==> src/rtl/seq_array_multiplier.sv <==
// Sequential shift-add WIDTH x WIDTH multiplier, one multiplier bit per clock, start/done handshake.
// Optional two's-complement operands when SEQ_MULT_SIGNED_EN is defined (adds signed_mode port).
module seq_array_multiplier #(
   parameter int WIDTH = 4,
   parameter int CNT_W = $clog2(WIDTH + 1)
) (
   input  logic                 clk,
   input  logic                 rst_n,
   input  logic                 ena,
   input  logic                 start,
   input  logic [WIDTH-1:0]     a,
   input  logic [WIDTH-1:0]     b,
`ifdef SEQ_MULT_SIGNED_EN
   input  logic                 signed_mode,
`endif
   output logic                 busy,
   output logic                 done,
   output logic [2*WIDTH-1:0]   product
);

   localparam int PW = 2 * WIDTH;
   localparam logic [CNT_W-1:0] LAST_STEP = CNT_W'(WIDTH - 1);

   typedef enum logic [1:0] {IDLE, RUN, DONE} state_t;

   state_t            state_q, state_d;
   logic [PW-1:0]     mcand_q, mcand_d;
   logic [PW-1:0]     acc_q, acc_d;
   logic [PW-1:0]     product_q, product_d;
   logic [WIDTH:0]    mplier_q, mplier_d;
   logic [CNT_W-1:0]  cnt_q, cnt_d;
   logic              neg_q, neg_d;

   logic [WIDTH:0]    mag_a, mag_b;
   logic              neg_start;
   logic              take;
   logic [PW-1:0]     acc_sum;
   logic [PW-1:0]     result;

`ifdef SEQ_MULT_SIGNED_EN
   // Magnitudes need WIDTH+1 bits so that -2^(WIDTH-1) is representable.
   always_comb begin
      mag_a     = {1'b0, a};
      mag_b     = {1'b0, b};
      neg_start = 1'b0;
      if (signed_mode) begin
         if (a[WIDTH-1]) mag_a = -{a[WIDTH-1], a};
         if (b[WIDTH-1]) mag_b = -{b[WIDTH-1], b};
         neg_start = a[WIDTH-1] ^ b[WIDTH-1];
      end
   end
`else
   assign mag_a     = {1'b0, a};
   assign mag_b     = {1'b0, b};
   assign neg_start = 1'b0;
`endif

   assign take    = ena && start && ((state_q == IDLE) || (state_q == DONE));
   assign acc_sum = acc_q + (mplier_q[0] ? mcand_q : '0);
   assign result  = neg_q ? -acc_sum : acc_sum;

   always_comb begin
      state_d   = state_q;
      mcand_d   = mcand_q;
      acc_d     = acc_q;
      product_d = product_q;
      mplier_d  = mplier_q;
      cnt_d     = cnt_q;
      neg_d     = neg_q;
      if (ena) begin
         case (state_q)
            IDLE: state_d = IDLE;
            RUN: begin
               acc_d    = acc_sum;
               mcand_d  = mcand_q << 1;
               mplier_d = mplier_q >> 1;
               cnt_d    = cnt_q + CNT_W'(1);
               if (cnt_q == LAST_STEP) begin
                  product_d = result;
                  state_d   = DONE;
               end
            end
            DONE:    state_d = IDLE;
            default: state_d = IDLE;
         endcase
      end
      // A new request (from IDLE or DONE) overrides the default transition.
      if (take) begin
         mcand_d  = PW'(mag_a);
         mplier_d = mag_b;
         acc_d    = '0;
         cnt_d    = '0;
         neg_d    = neg_start;
         state_d  = RUN;
      end
   end

   always_ff @(posedge clk or negedge rst_n) begin
      if (!rst_n) begin
         state_q   <= IDLE;
         mcand_q   <= '0;
         acc_q     <= '0;
         product_q <= '0;
         mplier_q  <= '0;
         cnt_q     <= '0;
         neg_q     <= 1'b0;
      end else begin
         state_q   <= state_d;
         mcand_q   <= mcand_d;
         acc_q     <= acc_d;
         product_q <= product_d;
         mplier_q  <= mplier_d;
         cnt_q     <= cnt_d;
         neg_q     <= neg_d;
      end
   end

   assign busy    = (state_q == RUN);
   assign done    = (state_q == DONE);
   assign product = product_q;

endmodule

==> config.mk <==
export PLATFORM = sky130hd
export DESIGN_NAME = seq_array_multiplier
export DESIGN_NICKNAME = d
export VERILOG_FILES = /design/src/rtl/seq_array_multiplier.sv
export SDC_FILE = /design/constraint.sdc
export NUM_CORES = 1
export LEC_CHECK = 0
export CORE_ASPECT_RATIO = 1.1
export CORE_MARGIN = 5
export CORE_UTILIZATION = 25
export DETAILED_ROUTE_END_ITERATION = 16
export DONT_BUFFER_PORTS = 1
export GPL_TIMING_DRIVEN = 0
export PLACE_DENSITY = 0.38
export SLEW_MARGIN = 10
export SYNTH_ARGS = -nofsm -noshare
export SYNTH_HDL_FRONTEND = slang
export SYNTH_SLANG_ARGS = --single-unit
export TNS_END_PERCENT = 30
==> constraint.sdc <==
create_clock -name clk -period 2.4 [get_ports clk]
set_input_delay 0.72 -clock clk [delete_from_list [all_inputs] [get_ports clk]]
set_output_delay 0.72 -clock clk [all_outputs]
set_load 0.03 [all_outputs]
# Yosys cells after proc, flatten, opt, wreduce, memory -nomap -nowiden
# Index checks and enable logic that the tools add are counted.
# totals
reg_bits	34
inputBits	12
out_inout_bits	10
elab_cells	38
# op_classes
add_sub_neg	2
n_eq_ne	4
n_mux	17
n_reduce_logical	9
# op_table
op	count
two-way mux 8 bit	7
two-way mux 5 bit	3
two-way mux 3 bit	3
adder 8 bit	1
two-way mux 2 bit	4
AND reduction 2 bit	2
nonzero test 2 bit	2
adder 3 x 1 -> 3 bit (second input constant)	1
equality test 3 x 2 -> 1 bit (second input constant)	1
inequality test 3 x 1 -> 1 bit (second input constant)	1
AND reduction 3 bit	1
equality test 2 x 1 -> 1 bit (second input constant)	1
equality test 2 bit (second input constant)	1
logical AND 1 bit	2
zero test 2 bit	1
logical OR 1 bit	1

# Depth between registers and ports, before layout
# Gate-level depths: netlist of the first run.
# logic_depth
depth_word	5
ltp_mapped	9

# Worst setup path before layout of the first run
# OpenSTA, ideal clock, no wires.
# synth_timing
kind	register to register
from	reg mplier_q[0]
to	reg acc_q[6]
setup_time_ns	0.134
t_arrival_ns	1.778
required_ns	2.266
slack_ns	0.488
stages_incl_launch_ff	10
n_path_buf	0
synth_period_minus_slack_ns	1.912
cell_sequence	dfrtp_1 > and2_1 > ha_1 > inv_1 > fa_1 > nor2b_1 > o21a_1 > o21ai_0 > a211oi_1 > o21ai_0
# synth_between
elab_chain_len	5
# synth_rtl
item	line_no	text
start, declared	30	logic [WIDTH:0] mplier_q, mplier_d;
start signal, assigned	112	mplier_q <= mplier_d;
two-way mux 8 bit	59	assign acc_sum = acc_q + (mplier_q[0] ? mcand_q : '0);
adder 8 bit	59	
two-way mux 8 bit	71	case (state_q)
two-way mux 8 bit	70	if (ena) begin
two-way mux 8 bit	88	if (take) begin
end signal, assigned	102	acc_q <= '0;
end signal, assigned	110	acc_q <= acc_d;
end, declared	28	logic [PW-1:0] acc_q, acc_d;
# Every way passes these cells. The select of a mux whose other input is x is not followed.
# A chain may end at the register's enable or synchronous reset.

# Worst setup path after layout of the first run
# Ends and elaborated chain as after synthesis.

==> results of run 1 <==
through the flow:
stage / util / total power [uW] / hold WS, ns
final: 0.287 / 2440 / 0.119
after global routing: 0.287 / 2650 / 0.0996
after CTS: 0.286 / 2470 / 0.106
after detailed placement: 0.269 / 1900 / 0.426
after global placement: 0.269 / 1860 / 0.426
after floorplan: - / 1680 / 0.424
worst max path at each step:
stage,cells after the start,slack [ns],from,end
after floorplan,9,0.49,mplier_q[0],acc_q[6]
after global placement,9,0.08,mplier_q[0],acc_q[6]
after detailed placement,9,0.04,mplier_q[0],acc_q[6]
after CTS,9,0.03,mplier_q[0],acc_q[6]
after global routing,9,0.05,mplier_q[0],acc_q[6]
final,9,0.21,mplier_q[0],acc_q[6]
layer usage:
layer | GRT usage | share of wire
met1 | 0.127 | 0.47
met2 | 0.166 | 0.49
met3 | 0.0331 | 0.038
met4 | 0.0378 | 0.0092
met5 | 0 | 0
cells in the final DEF (no fill, tap or decap), drive strengths merged, types with 2 or more instances in the layout:
master,count
nand2,37
dfrtp,33
o21ai,23
clkbuf,10
a21oi,9
ha,9
and2,8
nor2,7
inv,6
xor2,5
mux2i,5
buf,4
a22o,3
a21o,2
a22oi,2
a211oi,2
o211ai,2
mux2,2
nor2b,2
synthesized netlist by cell type, drive strengths merged:
master,number
mux2,2
and2,8
nor2,7
nor3,1
mux2i,5
dfrtp,33
nand3b,1
fa,1
a21o,2
a211oi,2
nor3b,1
o21bai,1
or3,1
clkbuf,3
a22oi,2
a21oi,9
nor2b,2
o211ai,2
o21ai,23
buf,4
xnor3,1
nand2,37
o2111a,1
nand2b,1
o21a,1
inv,6
xnor2,1
and3,1
xor2,5
ha,9
a22o,3
repair_timing:
action                                 in CTS  in global routing
endpoints found under the hold margin       0                  0
resized for setup                           0                  2
setup endpoints to repair                   0                  2
buffers inserted                            0                  0
hold buffers                                0                  0
report_power, final:
part | total, uW | internal [uW] | switching [uW]
registers | 1040 | 781 | 263
logic | 843 | 365 | 478
clock network | 557 | 339 | 218
total | 2440 | 1480 | 959
final cells by class:
cell class | count | area (sq um) | area share
inverters | 6 | 22.5 | 0.0113
plain buffers | 7 | 56.3 | 0.0283
clock inverters | 1 | 30.0 | 0.0151
well taps | 85 | 106 | 0.0535
flip-flops and latches | 33 | 827 | 0.416
multi-input cells | 130 | 860 | 0.432
clock buffers | 7 | 86.3 | 0.0434
flip-flops by register name (all words and copies together), names as in the netlist:
register	flops
state_q	2
cnt_q	3
acc_q	8
mplier_q	4
product	8
mcand_q	8
cell families after synthesis:
logic type | Yosys count | synth area share
AND/OR/NAND/NOR | 60 | 0.169
AO/OA/AOI/OAI | 46 | 0.158
flip-flops | 33 | 0.469
buffers and inverters | 13 | 0.0448
adder cells (fa/ha/maj) | 10 | 0.0754
XOR/XNOR | 7 | 0.0427
multiplexers | 7 | 0.0413
critical path, cell delays in order, from the launching register on:
cell      delay [ns]
dfrtp_2         0.43
and2_1          0.15
ha_1            0.19
inv_1           0.07
fa_1            0.41
nor2b_1         0.14
o21a_1          0.17
o21ai_0         0.11
a211oi_2        0.26
o21ai_0         0.12
==> out/results.txt, run 1 <==
TritonCTS built the clock tree. The clock edge transition at the registers on the reported setup and hold paths is 0.07 ns. The half-perimeter wire length after detailed placement is 3.00 mm. The logs give 1760 sq um for the area of the mapped netlist and 5 for the number of clock buffers inserted by TritonCTS.

The tool flagged a number of max-cap violations equal to 0. The tools report the endpoint of the worst-slack reg-to-reg timing path as acc_q[6]. The count of cells in the finished layout, fillers not included, comes to 269. The run gives 0.469 as the sequential fraction of the synthesis area. The synthesized design spends more area on one cell type than any other, namely dfrtp_1. The detail route stage leaves a number of antenna-violating nets equal to 0. The total routing resource utilization after global routing is 0.102, and the number of antenna violations at the first check in global routing is 0. For the detailed-route via count, the log shows 1,251. The congestion estimate from routability-driven global placement came to 0.857. Counting every net in the synthesized netlist gives 198. CTS built an H-tree with a depth of 2. The logs give 456 MHz for the timing-limited maximum frequency and 40 for the count of unique library cells instantiated by Yosys.

The wire length of the first global-routing pass is 7.09 mm. The nature of the critical path endpoint was a register. The number of cell instances on the worst register-to-register path is 9.

Count of final max-slew check failures: 0. The Yosys warning count came out at 0. The critical path is of the register to register type. The tools report the normalized max-slew margin as 0.632.

The worst register-to-register path has a setup slack of 0.21 ns. Yosys attributes the largest share of cell area to dfrtp_1 47%, nand2_1 7.5%, ha_1 6.4%. The tools report the initial standard-cell utilization of the core as 0.254. Setup repair after global routing left no endpoint under its margin. The number of DRC markers after the initial detailed-route iteration came out at 33. The logs give 33 for the sink count of the clock tree and 8820 sq um for the area of the die. After routing the design area is 1990 sq um.

The clock latency on the worst-skew pair is 0.29 ns. The synthesis-to-layout area growth is 13.0%, and the final wirelength is 4.12 mm. For the layout net count, the log shows 205.

The tools report the buffer cell driving the clock tree root as clkbuf_8. At the worst endpoint, the required time is 2.55 ns. Setup slack closes at 0.209 ns.

The area share of the largest cell type after synthesis is 0.469. The class of the worst hold path was input pin to asynchronous set/reset pin. The count of TritonRoute iterations in the first routing pass came out at 4.

Filler cell count: 728. Along the worst path, the maximum fanout reaches 9. The longest clock path from root to sink contains 2 buffers. STA classifies the critical path startpoint as a register.

Summing all placed instances gives a cell area of 1870 sq um. Dividing the detail-routed via count by the number of cells gives 4.65. After floorplanning, the core was sized to cover 6930 sq um. The remaining design rule violation count is 0, and the vertical extent of the die is 98.0 um. The startpoint identified for the worst register-to-register timing path is mplier_q[0]. The run finished with clean final reports. Entering global routing, the biggest net connects 34 pins. The placement-stage worst setup slack is 0.0397 ns. In the final routed layout, each cell accounts on average for 15.3 um. The number of antenna diodes in the final layout is 0. The leakage power was 0.000908 uW. The number of buffers added on ports was 0. For this design the ratio of total power to cell area is 1230 nW/um^2. The x dimension of the die is 90.0 um, and the number of top-level pins is 22. The critical path arrival is 2.34 ns, and the number of setup violations in the final report is 0. The total instance count after detailed placement was 261; the final period demand of the worst path was 2.19 ns. In this run, synthesis produced a sequential element count of 33. The number of core rows was 32. The share of cells above drive strength 1 is 0.114. Clock skew: 0.00516 ns.

The portion of the clock cycle consumed by the worst path in the final layout was 0.913. The actual transition at the worst max-transition pin was 0.550 ns. Summed over all layers, the global routing overflow is 0. The logs give 1,357 for the number of global-route vias before repair and 0 for the number of hold violations in the final report.

VDD sags by at most 0.425 mV. Setup total negative slack on the finished layout was measured at 0 ns. For the number of standard cells after synthesis, the log shows 176. Average size of a mapped cell: 10.0 sq um.
Power figures use the tool's default switching activity.
==> run 2, diff against run 1 <==
- CORE_UTILIZATION: 25 -> 50
- PLACE_DENSITY: 0.38 -> 0.65
==> out/results.txt, run 2 (synthesized netlist as in run 1, its figures left out) <==
The flow ran to the end, and the final reports show no timing, DRC or antenna violations. Counting I/O delays and the setup requirement, the final critical path takes 2.21 ns. STA puts the critical path data required time at 2.61 ns. The count of placed standard cells in the final layout, fillers left out was 232; the core box area was 3360 sq um.

TritonCTS built the clock tree. The number of buffers added on ports came out at 0. Clock skew: 0.00781 ns. The leakage power was 0.000890 uW. Once placement completed, the tool counted placed cells totaling 224.

The final wirelength was 3.57 mm; the detailed-route via count was 1,232. Endpoint of the worst-slack reg-to-reg timing path: acc_q[6]. The remaining design rule violation count was 0; the number of hold violations in the final report was 0.

Setup repair after global routing left no endpoint under its margin. The detail route stage leaves a number of antenna-violating nets equal to 0. The portion of the clock cycle consumed by the worst path in the final layout works out to 0.919. The run gives 0 as the count of final max-slew check failures.

Number of top-level pins: 22. The critical path arrival is 2.42 ns. In this run the power density over the cells is 1170 nW/um^2. In this run, post-CTS hold repair placed 0 buffers. At the end of routability-driven placement, the weighted congestion stood at 0.829.

The H-tree generated during clock tree synthesis spans 2 levels. The run gives 0 ns as the setup TNS. The tree is rooted in a clkbuf_4. The nature of the critical path endpoint is a register. From left edge to right edge, the die measures 66.6 um.

The worst-case IR drop observed on VDD is 0.608 mV. The total routing resource utilization after global routing was 0.178. The actual transition at the worst max-transition pin came out at 0.546 ns. Max-cap violations in this run came to 0. The number of core rows was 22. The first detailed-routing pass took 4 iterations. The final routed wire length divided by cell count works out to 15.4 um. Relative to the synthesized area, the layout overhead comes to 7.47%. The busiest layer in global routing was met2.

The number of global-route vias before repair came out at 1,314. The number of gates resized after CTS was 0; the largest fanout of any net on the critical path was 9. The critical path is of the register to register type. The post-CTS setup buffer count was 0; the share of cells above drive strength 1 was 0.114. The reg-to-reg setup timing slack is 0.19 ns, and the met3 capacity usage during global routing is 0.0635. In this run the deepest clock path goes through 2 buffers. Derived from the worst setup path, the maximum achievable clock frequency is 453 MHz. The logs give 0.216 for the global-route met1 utilization and 0 for the number of setup violations in the final report. Number of clock buffers inserted by TritonCTS: 5. Clock-pin slew was measured on the worst setup and hold paths at 0.10 ns. The library cell used most frequently in the layout, excluding fill and tap cells, is nand2_1. For the initial standard-cell utilization of the core, the log shows 0.524. Met2 layer usage reported by global route: 0.290. The number of antenna diodes in the final layout is 0.

The worst setup path is launched from a register. In the layout the commonest cells are 35 x nand2_1, 32 x dfrtp_1, 21 x o21ai_0. The number of cells on the worst reg-to-reg path is 9.

The final layout contains 205 nets. In this run the vertical extent of the chip is 72.2 um. The clock net in this run drives a total of 33 sinks. The first routing iteration left 68 violations.

The run gives 0 as the number of antenna violations at the first check in global routing. Hold timing on the final database bottoms out at a slack of 0.0627 ns. The run gives 4810 sq um as the area of the die. The startpoint identified for the worst register-to-register timing path is mplier_q[0].

The normalized max-slew margin was 0.635. The tools report the half-perimeter wire length after detailed placement as 2.61 mm. In the routed layout, each cell is associated on average with a via count of 5.31. For the worst-skew pair, the clock arrives at the later sink with an insertion delay of 0.33 ns. For this run the aggregate overflow at the end of global routing stands at 0. Entering global routing, the biggest net connects 34 pins. Class of the worst hold path: input pin to asynchronous set/reset pin. The first global-routing pass estimated 6.39 mm of wire.
run 2: how the worst max path moves through the flow:
| stage | from | end | depth (start not counted) |
|---|---|---|---|
| 2_1_floorplan | mplier_q[0] | acc_q[6] | 9 |
| 6_report | mplier_q[0] | acc_q[6] | 9 |
| 3_5_place_dp | mplier_q[0] | acc_q[6] | 9 |
| 5_1_grt | mplier_q[0] | acc_q[6] | 9 |
| 3_3_place_gp | mplier_q[0] | acc_q[6] | 9 |
| 4_1_cts | mplier_q[0] | acc_q[6] | 9 |
run 2: area by class of cell:
cell class,instances,area [sq um]
Fill cell,330,1470
Multi-Input combinational cell,130,855
Sequential cell,33,827
Clock buffer,7,65.1
Tap cell,48,60.1
Buffer,7,56.3
Inverter,6,22.5
Clock inverter,1,5.00
run 2: stage by stage:
step	worst slack [ns]	util	area [sq um]	power [uW]
4_1_cts	0.136	0.563	1890	2240
3_5_place_dp	0.145	0.542	1820	1880
3_3_place_gp	0.206	0.542	1820	1830
5_1_grt	0.000730	0.563	1890	2410
2_1_floorplan	0.488	-	1760	1680
6_report	0.194	0.563	1890	2220
run 2: metal layers:
metal | part of all wire | vias up
met4 | 0.017 | 0
met5 | 0 | -
li1 | - | 613
met1 | 0.45 | 582
met3 | 0.043 | 6
met2 | 0.49 | 31
run 2: critical path: stages (launching register included):
cell and delay (ns):
dfrtp_2 0.44, and2_1 0.14, ha_1 0.20, inv_1 0.08, fa_1 0.41, nor2b_1 0.15, o21a_1 0.16, o21ai_0 0.10
a211oi_1 0.30, o21ai_0 0.12
run 2: where the power goes:
| part | switching [uW] | internal, uW |
|---|---|---|
| clock | 187 | 170 |
| sequential | 260 | 780 |
| combinational | 464 | 361 |
| total | 911 | 1310 |
==> run 3, diff against run 2 <==
- SKIP_LAST_GASP: not set -> 1
==> results of run 3 <==
The final DEF is identical to that of run 2; final timing and power are the same.
